--- config.mk ---
export PLATFORM = sky130hd
export DESIGN_NAME = cart_save_backup
export DESIGN_NICKNAME = d
export VERILOG_FILES = /design/src/rtl/cart_save_backup.sv
export SDC_FILE = /design/constraint.sdc
export NUM_CORES = 1
export LEC_CHECK = 0
export ABC_AREA = 1
export CAP_MARGIN = 20
export CORE_UTILIZATION = 33
export CTS_CLUSTER_SIZE = 12
export DETAILED_ROUTE_END_ITERATION = 10
export GPL_ROUTABILITY_DRIVEN = 0
export GPL_TIMING_DRIVEN = 1
export PLACE_DENSITY = 0.86
export REMOVE_ABC_BUFFERS = 1
export SLEW_MARGIN = 20
export SYNTH_ARGS = -nofsm -noshare
export SYNTH_HDL_FRONTEND = slang
export SYNTH_SLANG_ARGS = --single-unit
--- constraint.sdc ---
create_clock -name clk_sys -period 3.9 [get_ports clk_sys]
set_clock_uncertainty 0.1 [all_clocks]
set_input_delay 0.585 -clock clk_sys [delete_from_list [all_inputs] [get_ports clk_sys]]
set_output_delay 0.585 -clock clk_sys [all_outputs]
set_load 0.02 [all_outputs]
--- src/rtl/cart_save_backup.sv ---
// Moves the cartridge save RAM to and from the SD save image one 512-byte sector at a time.
// A nonzero image mount loads the image into cart RAM; bk_save writes cart RAM back to the image.
module cart_save_backup #(
    parameter int SECTOR_WORDS = 256,
    parameter int LBA_W        = 8
) (
    input  logic                                  clk_sys,
    input  logic                                  reset_n,
    input  logic                                  has_save,
    input  logic [LBA_W-1:0]                      ram_mask_file,
    input  logic                                  cart_download,
    input  logic                                  img_mounted,
    input  logic                                  img_readonly,
    input  logic [63:0]                           img_size,
    input  logic                                  bk_save,
    output logic [31:0]                           sd_lba,
    output logic                                  sd_rd,
    output logic                                  sd_wr,
    input  logic                                  sd_ack,
    input  logic [$clog2(SECTOR_WORDS)-1:0]       sd_buff_addr,
    input  logic [15:0]                           sd_buff_dout,
    input  logic                                  sd_buff_wr,
    output logic [15:0]                           sd_buff_din,
    output logic                                  bk_wr,
    output logic [LBA_W+$clog2(SECTOR_WORDS):0]   bk_addr,
    output logic [15:0]                           bk_data,
    input  logic [15:0]                           bk_q,
    output logic                                  bk_busy,
    output logic                                  bk_loading,
    output logic                                  bk_done
);
    typedef enum logic [1:0] {IDLE, REQ, XFER, NEXT} state_e;

    state_e           state_q, state_d;
    logic [LBA_W-1:0] lba_q, lba_d;
    logic [LBA_W-1:0] mask_q, mask_d;
    logic             loading_q, loading_d;
    logic             img_present_q, img_present_d;
    logic             save_pending_q, save_pending_d;
    logic             ack_q, ack_d;
    logic             download_q, download_d;

    logic             load_start, save_start, last_sector, download_rise;

    // NOTE: sequential state uses non-blocking assignments only, so every flop samples pre-edge values.
    always_ff @(posedge clk_sys or negedge reset_n) begin
        if (!reset_n) begin
            state_q        <= IDLE;
            lba_q          <= '0;
            mask_q         <= '0;
            loading_q      <= 1'b0;
            img_present_q  <= 1'b0;
            save_pending_q <= 1'b0;
            ack_q          <= 1'b0;
            download_q     <= 1'b0;
        end else begin
            state_q        <= state_d;
            lba_q          <= lba_d;
            mask_q         <= mask_d;
            loading_q      <= loading_d;
            img_present_q  <= img_present_d;
            save_pending_q <= save_pending_d;
            ack_q          <= ack_d;
            download_q     <= download_d;
        end
    end

    // Load wins over a pending save when both are ready in the same IDLE cycle.
    always_comb begin
        download_rise = cart_download && !download_q;
        load_start    = (state_q == IDLE) && img_mounted && (img_size != '0) && has_save && !cart_download;
        save_start    = (state_q == IDLE) && !load_start && save_pending_q && img_present_q && has_save
                        && !img_readonly && !cart_download;
        last_sector   = (lba_q == mask_q);
    end

    // NOTE: every signal gets a default at the top of the block so no latch is inferred.
    always_comb begin
        state_d        = state_q;
        lba_d          = lba_q;
        mask_d         = mask_q;
        loading_d      = loading_q;
        img_present_d  = img_present_q;
        save_pending_d = save_pending_q;
        ack_d          = sd_ack;
        download_d     = cart_download;

        if (img_mounted)   img_present_d  = (img_size != '0);
        if (bk_save)       save_pending_d = 1'b1;
        // A save request arriving as its save starts merges into that save.
        if (save_start)    save_pending_d = 1'b0;
        if (download_rise) begin
            img_present_d  = 1'b0;
            save_pending_d = 1'b0;
        end

        unique case (state_q)
            IDLE: begin
                if (load_start || save_start) begin
                    state_d   = REQ;
                    lba_d     = '0;
                    mask_d    = ram_mask_file;
                    loading_d = load_start;
                end
            end
            REQ:  if (sd_ack) state_d = XFER;
            XFER: if (ack_q && !sd_ack) state_d = NEXT;
            NEXT: begin
                if (last_sector) begin
                    state_d   = IDLE;
                    loading_d = 1'b0;
                end else begin
                    state_d = REQ;
                    lba_d   = lba_q + 1'b1;
                end
            end
            default: state_d = IDLE;
        endcase
    end

    // Datapath buses are held at zero while idle so reset and spurious acks leave them quiet.
    always_comb begin
        bk_busy     = (state_q != IDLE);
        bk_loading  = loading_q;
        bk_done     = (state_q == NEXT) && last_sector;
        sd_rd       = (state_q == REQ) && loading_q;
        sd_wr       = (state_q == REQ) && !loading_q;
        sd_lba      = 32'(lba_q);
        bk_addr     = '0;
        bk_data     = '0;
        sd_buff_din = '0;
        bk_wr       = sd_buff_wr && sd_ack && loading_q;
        if (bk_busy) begin
            bk_addr = {1'b0, lba_q, sd_buff_addr};
            if (loading_q) bk_data     = sd_buff_dout;
            else           sd_buff_din = bk_q;
        end
    end
endmodule

==> flow_metrics.tcl, run 1 <==
set metrics [dict create \
    clk_path_buf_depth 2 \
    min_period_over_period 0.7757 \
    synth_flop_cell "dfrtp_1" \
    vias 2733 \
    via_per_inst 4.415 \
    drt-total-wl_mm 6.910 \
    first_pass_iters 4 \
    ys_top_cells_by_count "nand2_1, nor2_1, inv_1, buf_4, dfrtp_1" \
    crit_arrival_ns 2.34 \
    dp_hpwl_mm 5.906 \
    power_frac_seq 0.203 \
    drt-wirelength-per-cell_um 11.16 \
    drc_errors 0 \
    fin_nets 670 \
    yosysMostFrequentCell "nand2_1" \
    insertion_delay_ns 0.27 \
    drv_slew 0 \
    setup_slack_ns 0.8746 \
    cts_sinks 23 \
    grt_pass1_wl_mm 11.59 \
    status "finished clean" \
    switching_share 0.4750 \
    r2r_slack_ns 0.98 \
    p_comb_frac 0.713 \
    cts_max_level 1 \
    area_delta_synth_final_pct 84.10 \
    maxCapViolCount 0 \
    ys_ff_latch 23 \
    n_fill_cell 586 \
    tightestPinTransition_ns 0.8744 \
    grt_antenna_before_repair 0 \
    core-area_um2 6314 \
    drt_iter0_markers 70 \
    synth_area_um2 2156 \
    post_cts_buffers 0 \
    grt_overflow 0 \
    worstPathMaxFanout 50 \
    yosysTopAreaCellShare 0.2670 \
    grt_max_degree 51 \
    fin_util 0.6286 \
    grt_pass1_vias 2664 \
    required_ns 3.21 \
    ant_nets 0 \
    dieArea_um2 6860 \
    dpl.cell_count 615 \
    max_stage_delay_ns 0.77 \
    clk_pin_slew_ns 0.08 \
    whs_ns 0.1712 \
    synth_cell_types 22 \
    synth_edf_count 0 \
    cts_made_buffers 3 \
    clock_power_share 0.084 \
    fp.dieW_um 82.83 \
    p_int_w 0.0009337 \
    pwr_density_cell_nw_per_um2 448.1 \
    avgSynthCellArea_um2 5.874 \
    seq_area_um2 575.6 \
    io_pins 208 \
    hold_viol 0 \
    synthCells 367 \
    cp_cell_sequence "inv_1 -> ha_2 -> nor2_1 -> clkdlybuf4s50_1" \
    die_h_um 82.83 \
    finalSetupViolCount 0 \
    endpoint_kind "primary output" \
    critPathLaunchType "flip-flop" \
    final_cells 619 \
    slowest_stage "ha_2" \
    ys_top_cells_by_area "dfrtp_1, nand2_1, nor2_1" \
    critical_path_class "reg2out" \
    finalSetupTns_ns 0 \
    rsz0062_at_grt "false" \
    min_path_type "in2async" \
    slew_headroom 0.4171 \
    ys_seq_area_frac 0.2670 \
    p_switching_w 0.0008446 \
    initial_core_util 0.3415 \
    fmax_mhz 330.5 \
    multi_input_area_um2 1300 \
    post-synth-top-area-cell "dfrtp_1" \
    synthArstFlopShare 1.000 \
    ir_worst_vdd_uv 399.3 \
    antennaDiodeCount 0 \
    fin_crit_ns 3.025 \
    drive_gt1_frac 0.02214 \
    grt_usage 0.2003 \
    clockRootBuffer "clkbuf_8" \
    p_leak_nw 1.814 \
    port-buffer-count 182 \
    rows 29 \
    cts_resized 0 \
    cts_tree "done" \
    cts_hold_buf 0 \
    ys.warnings.count 0 \
    pre_cts_slack_ns 0.9833 \
]
## worst max-delay path, delay by kind of cell (launching register included)
kind | cells | cell delay, ns
and+or+nand+nor | 1 | 0.12
adders and majority gates | 1 | 0.77
buffers and inverters | 2 | 0.72
DFF | 1 | 0.44
## layout make-up
cell class                 instances  area share
inverter                          32     0.03026
timing repair buffer             184      0.4615
multi-input combinational        299      0.3276
sequential                        23      0.1450
clock buffer                       4     0.01135
tap                               77     0.02427
## power groups by stage
stage	registers (W)	logic, W	clock network (W)
floorplan	0.000383	0.000679	0
global placement	0.000362	0.00125	0
detailed placement	0.000366	0.00128	0
CTS	0.000361	0.00128	0.000151
global route	0.000370	0.00140	0.000164
finish	0.000362	0.00127	0.000149
## per-layer routing
layer,wire (um),vias up,part of all wire,GRT usage
li1,-,1405,-,-
met1,2636,1191,0.38,0.2195
met2,3677,122,0.53,0.3867
met3,453,15,0.066,0.03777
met4,143,0,0.021,0.05799
met5,0,-,0,0
## through the flow
step,total power (W),cell area [um2]
3_5_place_dp,0.001643,3929
5_1_grt,0.001929,3969
6_report,0.001778,3969
3_3_place_gp,0.001612,3929
4_1_cts,0.001792,3974
2_1_floorplan,0.001062,1993
## kinds of logic after synthesis
logic type      after synthesis  synth area share
compound gates                8           0.01973
xor+xnor                      8           0.03250
fa+ha+maj                     6           0.03482
buf+inv                      69            0.1730
flops                        23            0.2670
other cells                   1          0.001739
simple gates                252            0.4713
## sequential cells by signal, summed over array words and instances, names as in the netlist
register,count
ack_q,1
bk_loading,1
download_q,1
img_present_q,1
lba_q,8
mask_q,8
save_pending_q,1
state_q,2
## path summary, 6_finish.rpt
check	cells past startpoint	start	end
min reg2reg	2	mask_q[3]	mask_q[3]
max reg2reg	9	state_q[1]	lba_q[5]
min in group clk_sys	2	mask_q[3]	mask_q[3]
max in group asynchronous	1	reset_n	mask_q[2]
max	4	state_q[1]	sd_buff_din[5]
min	1	reset_n	lba_q[6]
## cell usage in the layout, fill, tap and decap left out
cell type	Yosys	layout
clkbuf_1	8	1
or3_1	1	1
nand3_4	1	1
buf_4	26	2
nand2_2	4	4
o21ai_0	5	5
a22oi_1	1	1
xnor2_1	6	6
conb_1	1	25
clkdlybuf4s50_1	0	181
buf_2	1	1
nand4_1	3	3
ha_1	6	5
nand3_1	22	22
dfrtp_1	23	23
a21oi_1	2	2
xor2_1	2	2
clkbuf_8	0	3
ha_2	0	1
nand2_1	112	112
nor2_1	106	106
nor3b_1	2	2
inv_1	32	32
nor3_1	1	1
Note: power is estimated with default switching activity, not from simulation.
==> inputs of run 2 (changes only) <==
--- a/config.mk
+++ b/config.mk
@@ -7,12 +7,12 @@
 export LEC_CHECK = 0
 export ABC_AREA = 1
 export CAP_MARGIN = 20
-export CORE_UTILIZATION = 33
+export CORE_UTILIZATION = 28
 export CTS_CLUSTER_SIZE = 12
 export DETAILED_ROUTE_END_ITERATION = 10
 export GPL_ROUTABILITY_DRIVEN = 0
 export GPL_TIMING_DRIVEN = 1
-export PLACE_DENSITY = 0.86
+export PLACE_DENSITY = 0.77
 export REMOVE_ABC_BUFFERS = 1
 export SLEW_MARGIN = 20
 export SYNTH_ARGS = -nofsm -noshare
==> constraint.sdc (replaced) <==
create_clock -name clk_sys -period 2.7 [get_ports clk_sys]
set_clock_uncertainty 0.1 [all_clocks]
set_input_delay 0.405 -clock clk_sys [delete_from_list [all_inputs] [get_ports clk_sys]]
set_output_delay 0.405 -clock clk_sys [all_outputs]
set_load 0.02 [all_outputs]
==> flow_metrics.tcl, run 2 (synthesized netlist as in run 1, its figures left out) <==
set metrics [dict create \
    cts_hold_buf 0 \
    use_met1 0.1934 \
    worst_r2r_path_depth 8 \
    hold_viol 0 \
    required_ns 2.19 \
    clockRootBuffer "clkbuf_8" \
    fin_util 0.5511 \
    drt-wirelength-per-cell_um 10.89 \
    rows 31 \
    grt_pass1_vias 2501 \
    final_area_um2 4040 \
    endpoint_kind "primary output" \
    cts_max_level 1 \
    drive_gt1_frac 0.02574 \
    drv_slew 0 \
    switching_share 0.4705 \
    vias 2656 \
    maxCapViolCount 0 \
    drt_iter0_markers 53 \
    antennaDiodeCount 0 \
    final_common_cell "clkdlybuf4s50_1" \
    p_switching_w 0.001234 \
    p_leak_nw 1.833 \
    core-area_um2 7331 \
    grt_max_degree 42 \
    fin_nets 672 \
    timing.rr.start "state_q[0]" \
    r2r_slack_ns 0.49 \
    rsz0062_at_grt "false" \
    initial_core_util 0.2941 \
    grt_usage 0.1714 \
    fp.dieW_um 89.75 \
    die_h_um 89.75 \
    worstPathMaxFanout 41 \
    insertion_delay_ns 0.27 \
    ir_worst_vdd_uv 303.3 \
    setup_slack_ns 0.1843 \
    grt_pass1_wl_mm 11.50 \
    via_per_inst 4.131 \
    clk_path_buf_depth 2 \
    reg_top3 "lba_q (8), mask_q (8), state_q (2)" \
    min_path_type "in2async" \
    port-buffer-count 182 \
    busiest_layer "met2" \
    placed_area_um2 3984 \
    finalSetupViolCount 0 \
    clk_pin_slew_ns 0.08 \
    cts_made_buffers 3 \
    crit_arrival_ns 2.01 \
    critical_path_class "reg2out" \
    io_pins 208 \
    min_period_over_period 0.9318 \
    clock_power_share 0.081 \
    pre_cts_slack_ns 0.3644 \
    worstSetupStartpoint "state_q[0]" \
    grt_overflow 0 \
    use_met3 0.03469 \
    pwr_density_cell_nw_per_um2 649.1 \
    power_frac_seq 0.198 \
    drt-total-wl_mm 7.000 \
    ant_nets 0 \
    grt_antenna_before_repair 0 \
    dieArea_um2 8054 \
    area_delta_synth_final_pct 87.41 \
    fmax_mhz 397.5 \
    fin_crit_ns 2.516 \
    rr_endpoint "lba_q[7]" \
    final_cell_mix "clkdlybuf4s50_1, nand2_1, nor2_1" \
    p_int_w 0.001388 \
    crit_end "bk_data[7]" \
    p_comb_frac 0.721 \
    dp_hpwl_mm 6.041 \
    critPathLaunchType "flip-flop" \
    first_pass_iters 5 \
    cts_tree "done" \
    grtUsageMet2 0.3212 \
    cts_sinks 23 \
    status "finished clean" \
    drc_errors 0 \
]
==> run 2: per-stage QoR <==
| step | setup TNS [ns] | power (W) | hold slack [ns] | std cells |
|---|---|---|---|---|
| floorplan | -1.645 | 0.001534 | 0.009409 | 354 |
| global placement | 0 | 0.002377 | 0.4288 | 639 |
| detailed placement | 0 | 0.002407 | 0.4226 | 639 |
| CTS | 0 | 0.002621 | 0.3945 | 643 |
| global route | 0 | 0.002831 | 0.4135 | 643 |
| finish | 0 | 0.002622 | 0.3873 | 643 |
==> run 2: repair_timing <==
action,in CTS,in global routing
buffers inserted,0,0
resized for setup,0,1
endpoints found under the setup margin,0,37
==> run 2: final cells by class <==
class,instances,area [um2]
clock buffer,3,41.29
inverter,32,120.1
clock inverter,1,5.005
multi-input combinational,299,1310
tap,99,123.9
timing repair buffer,186,1864
sequential,23,575.6
fill,704,3291
==> run 2: routing by layer <==
| layer | share of wire | up-vias |
|---|---|---|
| li1 | - | 1410 |
| met1 | 0.40 | 1127 |
| met2 | 0.50 | 106 |
| met3 | 0.075 | 13 |
| met4 | 0.022 | 0 |
| met5 | 0 | - |
==> run 2: worst max-delay path: stages (launching register included) <==
cell and delay (ns):
dfrtp_1 0.41, inv_1 0.13, ha_4 0.25, buf_12 0.19
nor2_1 0.15, clkdlybuf4s50_1 0.62
==> run 2: power groups by stage <==
| stage | logic [W] | registers (W) | clock network (W) |
|---|---|---|---|
| 2_1_floorplan | 0.000981 | 0.000553 | 0 |
| 3_3_place_gp | 0.00185 | 0.000527 | 0 |
| 3_5_place_dp | 0.00188 | 0.000530 | 0 |
| 4_1_cts | 0.00188 | 0.000523 | 0.000219 |
| 5_1_grt | 0.00207 | 0.000532 | 0.000231 |
| 6_report | 0.00189 | 0.000520 | 0.000212 |
==> run 2: worst min path at each step <==
| stage | startpoint | endpoint | slack (ns) |
|---|---|---|---|
| 2_1_floorplan | reset_n | ack_q | 0.009 |
| 3_3_place_gp | mask_q[2] | mask_q[2] | 0.43 |
| 3_5_place_dp | mask_q[7] | mask_q[7] | 0.42 |
| 4_1_cts | reset_n | bk_loading | 0.39 |
| 5_1_grt | reset_n | lba_q[3] | 0.41 |
| 6_report | reset_n | lba_q[3] | 0.39 |
